**config.mk**
```make
export PLATFORM = sky130hd
export DESIGN_NAME = usart_rx_flat
export DESIGN_NICKNAME = d
export VERILOG_FILES = /design/src/rtl/usart_rx_if.sv /design/src/rtl/usart_rx.sv /design/src/flat_wrapper.sv
export SDC_FILE = /design/constraint.sdc
export NUM_CORES = 1
export LEC_CHECK = 0
export ABC_AREA = 1
export CELL_PAD_IN_SITES_DETAIL_PLACEMENT = 2
export CELL_PAD_IN_SITES_GLOBAL_PLACEMENT = 2
export CORE_MARGIN = 2
export CORE_UTILIZATION = 36
export DETAILED_ROUTE_END_ITERATION = 16
export PLACE_DENSITY = 0.81
export SYNTH_ARGS = -nofsm -noshare
export SYNTH_HDL_FRONTEND = slang
export SYNTH_SLANG_ARGS = --single-unit
```
**constraint.sdc**
```tcl
create_clock -name clk -period 4.6 [get_ports clk]
set_input_delay 0.92 -clock clk [delete_from_list [all_inputs] [get_ports clk]]
set_output_delay 0.92 -clock clk [all_outputs]
set_load 0.005 [all_outputs]
```
**src/rtl/usart_rx_if.sv**
```systemverilog
// Host-side bus of the USART receiver: received byte, status flags and read strobe.
// The master drives read; the receiver (slave) drives everything else.
interface usart_rx_if;
    logic       read;
    logic [7:0] data_out;
    logic       data_ready;
    logic       framing_error;
    logic       overrun_error;

    modport master (
        output read,
        input  data_out,
        input  data_ready,
        input  framing_error,
        input  overrun_error
    );

    modport slave (
        input  read,
        output data_out,
        output data_ready,
        output framing_error,
        output overrun_error
    );
endinterface

```
**src/rtl/usart_rx.sv**
```systemverilog
// 8N1 asynchronous serial receiver with a one-byte holding register,
// sticky framing/overrun flags and a host read strobe.
module usart_rx #(
    parameter int unsigned CLOCKS_PER_BIT = 434
) (
    input  logic       clk,
    input  logic       reset,
    input  logic       rx_pin,
    usart_rx_if.slave  host
);

    localparam int unsigned    CntW    = $clog2(CLOCKS_PER_BIT);
    localparam logic [CntW-1:0] CntOne  = CntW'(1);
    localparam logic [CntW-1:0] CntHalf = CntW'(CLOCKS_PER_BIT / 2 - 1);
    localparam logic [CntW-1:0] CntLast = CntW'(CLOCKS_PER_BIT - 1);

    typedef enum logic [2:0] {StIdle, StStart, StData, StStop, StBreak} state_e;

    state_e          state_q, state_d;
    logic [CntW-1:0] cnt_q, cnt_d;
    logic [2:0]      idx_q, idx_d;
    logic [7:0]      shift_q, shift_d;
    logic [7:0]      data_q, data_d;
    logic            ready_q, ready_d;
    logic            ferr_q, ferr_d;
    logic            oerr_q, oerr_d;
    logic            sync1_q, sync2_q;
    logic            rxs;
    logic            complete;
    logic            stop_bad;

    assign rxs = sync2_q;

    // Synchroniser idles high so reset never looks like a start bit.
    always_ff @(posedge clk or posedge reset) begin
        if (reset) begin
            sync1_q <= 1'b1;
            sync2_q <= 1'b1;
        end else begin
            sync1_q <= rx_pin;
            sync2_q <= sync1_q;
        end
    end

    always_ff @(posedge clk or posedge reset) begin
        if (reset) begin
            state_q <= StIdle;
            cnt_q   <= '0;
            idx_q   <= '0;
            shift_q <= '0;
            data_q  <= '0;
            ready_q <= 1'b0;
            ferr_q  <= 1'b0;
            oerr_q  <= 1'b0;
        end else begin
            state_q <= state_d;
            cnt_q   <= cnt_d;
            idx_q   <= idx_d;
            shift_q <= shift_d;
            data_q  <= data_d;
            ready_q <= ready_d;
            ferr_q  <= ferr_d;
            oerr_q  <= oerr_d;
        end
    end

    always_comb begin
        state_d  = state_q;
        cnt_d    = cnt_q + CntOne;
        idx_d    = idx_q;
        shift_d  = shift_q;
        complete = 1'b0;
        stop_bad = 1'b0;
        case (state_q)
            StIdle: begin
                cnt_d = '0;
                if (!rxs) state_d = StStart;
            end
            StStart: begin
                if (cnt_q == CntHalf) begin
                    cnt_d   = '0;
                    idx_d   = '0;
                    state_d = rxs ? StIdle : StData;
                end
            end
            StData: begin
                if (cnt_q == CntLast) begin
                    cnt_d   = '0;
                    shift_d = {rxs, shift_q[7:1]};
                    idx_d   = idx_q + 3'd1;
                    if (idx_q == 3'd7) state_d = StStop;
                end
            end
            StStop: begin
                if (cnt_q == CntLast) begin
                    cnt_d = '0;
                    if (rxs) begin
                        complete = 1'b1;
                        state_d  = StIdle;
                    end else begin
                        stop_bad = 1'b1;
                        state_d  = StBreak;
                    end
                end
            end
            StBreak: begin
                cnt_d = '0;
                if (rxs) state_d = StIdle;
            end
            default: state_d = StIdle;
        endcase
    end

    // A completion in the same cycle as read wins over the read's clear of data_ready.
    always_comb begin
        data_d  = data_q;
        ready_d = ready_q;
        ferr_d  = ferr_q;
        oerr_d  = oerr_q;
        if (host.read) begin
            ready_d = 1'b0;
            ferr_d  = 1'b0;
            oerr_d  = 1'b0;
        end
        if (complete) begin
            ready_d = 1'b1;
            if (!ready_q || host.read) begin
                data_d = shift_q;
            end else begin
                oerr_d = 1'b1;
            end
        end
        if (stop_bad) ferr_d = 1'b1;
    end

    assign host.data_out      = data_q;
    assign host.data_ready    = ready_q;
    assign host.framing_error = ferr_q;
    assign host.overrun_error = oerr_q;

endmodule
```
**src/flat_wrapper.sv**
```systemverilog
// flat-port wrapper written by rule: the top's interface ports become plain ports
module usart_rx_flat 
#(
    parameter int unsigned CLOCKS_PER_BIT = 434
)
  (clk, reset, rx_pin, host_read, host_data_out, host_data_ready, host_framing_error, host_overrun_error);
  usart_rx_if host_i ();
  input  logic clk;
  input  logic reset;
  input  logic rx_pin;
  input wire logic [$bits(host_i.read)-1:0] host_read;
  output wire logic [$bits(host_i.data_out)-1:0] host_data_out;
  output wire logic [$bits(host_i.data_ready)-1:0] host_data_ready;
  output wire logic [$bits(host_i.framing_error)-1:0] host_framing_error;
  output wire logic [$bits(host_i.overrun_error)-1:0] host_overrun_error;
  assign host_i.read = host_read;
  assign host_data_out = host_i.data_out;
  assign host_data_ready = host_i.data_ready;
  assign host_framing_error = host_i.framing_error;
  assign host_overrun_error = host_i.overrun_error;
  usart_rx #(.CLOCKS_PER_BIT(CLOCKS_PER_BIT)) u_core (.clk(clk), .reset(reset), .rx_pin(rx_pin), .host(host_i));
endmodule
```
Word level (Yosys, flattened, before mapping). Cells that the tools add are included.

Add/subtract/negate cells: 2. Equal/unequal tests: 13. Multiplexer cells: 27. Reductions and logical operators: 12.

Operators by type and width (number): $mux 3 (9); $pmux 9 s3 (1); $mux 9 (2); $pmux 3 s5 (1); $mux 1 (12); $ne 2x1->1 const B (5); $add 9x1->9 const B (1); $eq 9x8->1 const B (1); $eq 9x9->1 const B (1); $eq 3x2->1 const B (2); $eq 3x3->1 const B (2); $pmux 3 s2 (1); $reduce_and 6->1 (1); $reduce_bool 2->1 (3); $reduce_and 2->1 (2); $reduce_or 2->1 (2); $add 3x1->3 const B (1); $eq 3x1->1 const B (1); $logic_not 3->1 (1); $reduce_and 3->1 (1); $mux 2 (1); $ne 2x2->1 const B (1); $logic_not 1->1 (1); $logic_or 1x1->1 (1).

Register bits: 36. Input port bits: 4. Output and inout port bits: 11. Word-level logic and storage cells: 64.

Longest topological paths before layout.
Depth after elaboration: 4. Gate-level depth with buffers: 11. Gate-level depth less buffers: 11.

Least setup slack after synthesis. OpenSTA, ideal clock, no wires.

Kind: input port to flip-flop. Start: in host_read. End: reg u_core.data_q[0] (netlist: u_core.host.data_out[0]). Library setup time: 0.067 ns. Arrival time: 1.521 ns. Required time: 4.533 ns. Path slack: 3.013 ns. Stages on the path: 5. Buffers on the path: 1. Path through: inv_1 nand2_1 clkbuf_1 nand3_1 nand2_1.

Longest elaborated chain between the ends: 2.

RTL lines: from (decl) (line flat_wrapper.sv:11) `input wire logic [$bits(host_i.read)-1:0] host_read;`; $logic_or 1x1->1 (line usart_rx.sv:127) `if (!ready_q || host.read) begin`; $reduce_and 2->1 (no source line); to (signal assigned) (line usart_rx.sv:60) `data_q <= data_d;`; to (decl) (line usart_rx.sv:23) `logic [7:0] data_q, data_d;`.

No other way between the ends. A chain may end at the register's enable or synchronous reset.

Final worst setup path.
Start: reg u_core.oerr_q (netlist: u_core.host.overrun_error). End: out host_overrun_error.

RTL lines: from (decl) (line usart_rx.sv:26) `logic oerr_q, oerr_d;`; from (signal assigned) (line usart_rx.sv:63) `oerr_q <= oerr_d;`; to (decl) (line flat_wrapper.sv:15) `output wire logic [$bits(host_i.overrun_error)-1:0] host_overrun_error;`.

No word-level cell between the ends.

==> results by stage <==
Critical path:
- STA classifies the critical path startpoint as a flop.
- The reg2reg setup slack is about 2.8 ns.
- Data on the critical path arrives at its endpoint at between 1 and 1.5 ns.
- In this run the critical register-to-register path is captured at u_core.host.data_out[7]$_DFFE_PP0P_.
- The sum of buffers and inverters on the critical path is 1.
- On the worst path, the slowest cell contributes a delay of 0.52 ns.
- The launch point of the worst reg-to-reg path is u_core.cnt_q[1]$_DFF_PP0_.
- Measured in cells, the most critical reg-to-reg path has a length of 9.
- The worst setup path category is flop to primary output.
- The cell with the largest stage delay on the worst path is clkdlybuf4s50_1.
- The critical path goes through clkdlybuf4s50_1.
- For the worst setup path, the data required time is 3.68 ns.
- In this run the worst path has a maximum fanout of 2.
- STA classifies the critical path endpoint as a primary output.
- The gate family responsible for the most delay along the worst path is buffers and inverters.

Clock tree:
- Once the clock tree was built, the resizer swapped 0 gates to a different size.
- The clock tree buffer depth is 2.
- Clock tree synthesis inserted a total of 5 buffers.
- After clock tree synthesis, the clock-pin slew on the worst setup and hold paths is 0.08 ns.
- Counting every sink on the clock net gives 36.
- The clock tree synthesis step divided the H-tree into 2 levels.
- After clock tree synthesis, the flow added hold-fix buffers numbering 0.
- The root cell of the clock tree is clkbuf_8.
- For the worst-skew pair, the clock arrives at the later sink with an insertion delay of about 0.30 ns.
- The TritonCTS clock tree is yes.
- Once the clock tree was built, the setup fixing pass inserted 0 buffers.

Place:
- Including well taps, the total number of placed cells is 278.
- The detailed placement HPWL is 3390 um.
- At the placement stage, the worst setup path has a slack of around 2.4 ns.
- The routability congestion estimate from global placement is 0.809.
- The count of buffers added on input and output ports is 14.
- Summing all placed instances gives a cell area of 1910 sq um.

Hold path:
- The path with the worst hold slack has its endpoint at u_core.rxs$_DFF_PP1_.
- The critical hold path startpoint is u_core.sync1_q$_DFF_PP1_.
- Along the worst hold path, the cell count comes to 0.
- In this run the worst hold path is classified as flop to flop.

Die:
- The placeable core region is 4630 sq um.
- The floorplan step defined a die boundary enclosing 5290 sq um.
- The die outline width is 72.7 um.
- The initial utilization of the core area, before any placement, comes to between 30% and 40%.
- Row generation in the floorplan step produced 25 rows.
- The vertical die dimension is 72.7 um.
- The count of pins on the block boundary is 15.

GRT:
- The global-route total usage across every layer is 19.4%.
- The remaining global-route overflow is 0.
- The via count of the first global-routing pass is around 1600.
- The initial antenna violation count is 0.
- Entering global routing, the biggest net connects 37 pins.
- The wire length of the first global-routing pass is approximately 7700 um.

Logic synthesis:
- The post-synthesis net count is 219.
- During synthesis, Yosys emitted a total of 0 warnings.
- The instance count of the mapped netlist is 210.
- The count of unique library cells instantiated by Yosys is 23.
- The post-synthesis area per instance is 8.10 sq um.
- The netlist area before placement is 1700 sq um.
- The share of the Yosys chip area taken by registers is 53.1%.
- Synthesis inferred 36 register bits.

Finish:
- Compared with the post-synthesis result, the final layout area differs by 19.0%.
- The number of antenna diodes is 0.
- The post-route cell area is 2020 sq um.
- The proportion of layout cells with a drive suffix above 1 is 9.91%.
- The number of nets in the finished design is 240.
- The finished layout holds ~290 standard cells, fillers aside.
- Cells fill a little over two fifths of the core in the end.

STA:
- The smallest setup slack after layout is 2.50 ns.
- Setup violations remaining at the end of the flow were counted as 0.
- The hold violation total from the final report is 0.
- The worst slew margin relative to its limit is 68.3%.
- The post-layout minimum cycle time is 2.10 ns.
- The achievable frequency is between 400 and 500 MHz.
- The max-slew violation total from the final report is 0.
- Setup repair after global routing left no endpoint under its margin.
- Final hold analysis gives a worst-case slack of 0.359 ns.
- The period utilization is 45.7%.
- The worst-margin pin slew is 0.476 ns.
- Between clock sinks in the finished design, the worst skew comes to 0.00543 ns.
- Summed over all failing endpoints, the final setup total negative slack is 0 ns.

Routing:
- Dividing the detail-routed wire length by the instance count gives 15.8 um.
- The remaining antenna violation count after routing is 0.
- The initial DRC count is 39.
- The count of vias placed by the detailed router is 1423.
- The first detailed-routing pass ran for 4 iterations.
- Summed over all layers, the routed wires come to 4530 um.
- The number of remaining DRC errors is 0.
- Using the TritonRoute via totals, the vias-per-cell ratio works out to 4.98.

Pwr:
- The analysis attributes to cell leakage a power of 1.07 nW.
- IR analysis of the VDD net gives a maximum drop of 213 uV.
- The total power after layout is 613 uW.
- Dividing total power by cell area gives a power density of 303 nW/um^2.

Outcome:
- The flow ran to the end, and the final reports show no timing, DRC or antenna violations.

Run:
- The tool flagged a number of max-cap violations equal to 0.
## worst reg2reg max path: cells and delay by family, from the launching register on
kind          cells  cell delay [ns]
simple gates      7             1.05
flops             1             0.41
buf+inv           1             0.08
fa+ha+maj         1             0.15
## worst max-delay path by stage
stage | start | to | slack [ns] | cells after the start
2_1_floorplan | reset | u_core.cnt_q[0]$_DFF_PP0_ | 2.88 | 1
3_3_place_gp | host_read | u_core.host.data_out[6]$_DFFE_PP0P_ | 2.50 | 6
3_5_place_dp | host_read | u_core.host.data_out[0]$_DFFE_PP0P_ | 2.37 | 6
4_1_cts | u_core.host.framing_error$_DFFE_PP0P_ | host_framing_error | 2.48 | 1
5_1_grt | u_core.host.data_out[1]$_DFFE_PP0P_ | host_data_out[1] | 2.45 | 1
6_report | u_core.host.overrun_error$_DFF_PP0_ | host_overrun_error | 2.50 | 1
## synth_stat cells, drive strengths merged
library cell	instances	area share (%)
nand4	1	0.37
nand3	19	5.6
clkbuf	1	0.22
and2	1	0.37
inv	27	6.0
dfrtp	34	50
nor2	14	4.1
a21oi	1	0.29
o21ai	9	2.6
dfstp	2	3.1
nand3b	1	0.44
a31oi	3	1.1
nand2	88	20
xnor2	1	0.52
nor3	3	1.5
ha	5	3.7
## area by class of cell
type / instances / area [sq um]
Multi-Input combinational cell: 146 / 692
Clock inverter: 3 / 42.5
Timing Repair Buffer: 15 / 148
Tap cell: 54 / 67.6
Clock buffer: 5 / 68.8
Fill cell: 544 / 2610
Inverter: 27 / 101
Sequential cell: 36 / 903
## per-layer routing
metal	up-vias	track usage, %	part of all wire [%]
met2	11	35.1	55
met3	6	4.97	2.5
met5	-	0	0
li1	693	-	-
met1	713	22.0	41
met4	0	6.79	1.4
## state kept, by name, indices dropped and copies added (netlist names)
name and count:
u_core.cnt_q 9, u_core.host.data_out 8, u_core.shift_q 8, u_core.idx_q 3, u_core.state_q 3, u_core.host.data_ready 1, u_core.host.framing_error 1, u_core.host.overrun_error 1
u_core.rxs 1, u_core.sync1_q 1
## placed cells by master, fill, tap and decap left out, drive strengths merged, types with 2 or more instances in the layout
cell type,Yosys,layout
nand2,88,88
dfrtp,34,34
inv,27,27
nand3,19,19
clkdlybuf4s50,0,14
nor2,14,14
o21ai,9,9
ha,5,5
clkbuf,1,5
a31oi,3,3
nor3,3,3
dfstp,2,2
## kinds of logic (layout without fill, tap and decap cells)
group,after synthesis,count (layout),synth area share [%]
buffers and inverters,28,50,6.18
AO/OA/AOI/OAI,13,13,4.05
XOR/XNOR,1,1,0.515
adder cells (fa/ha/maj),5,5,3.68
flip-flops,36,36,53.1
AND/OR/NAND/NOR,127,127,32.5
## power breakdown
part	switching, mW	internal, mW	leakage, nW
combinational	0.00844	0.00321	0.532
clock	0.122	0.160	0.0541
sequential	0.000448	0.318	0.481
No activity file was read; power rests on OpenSTA's default activity.
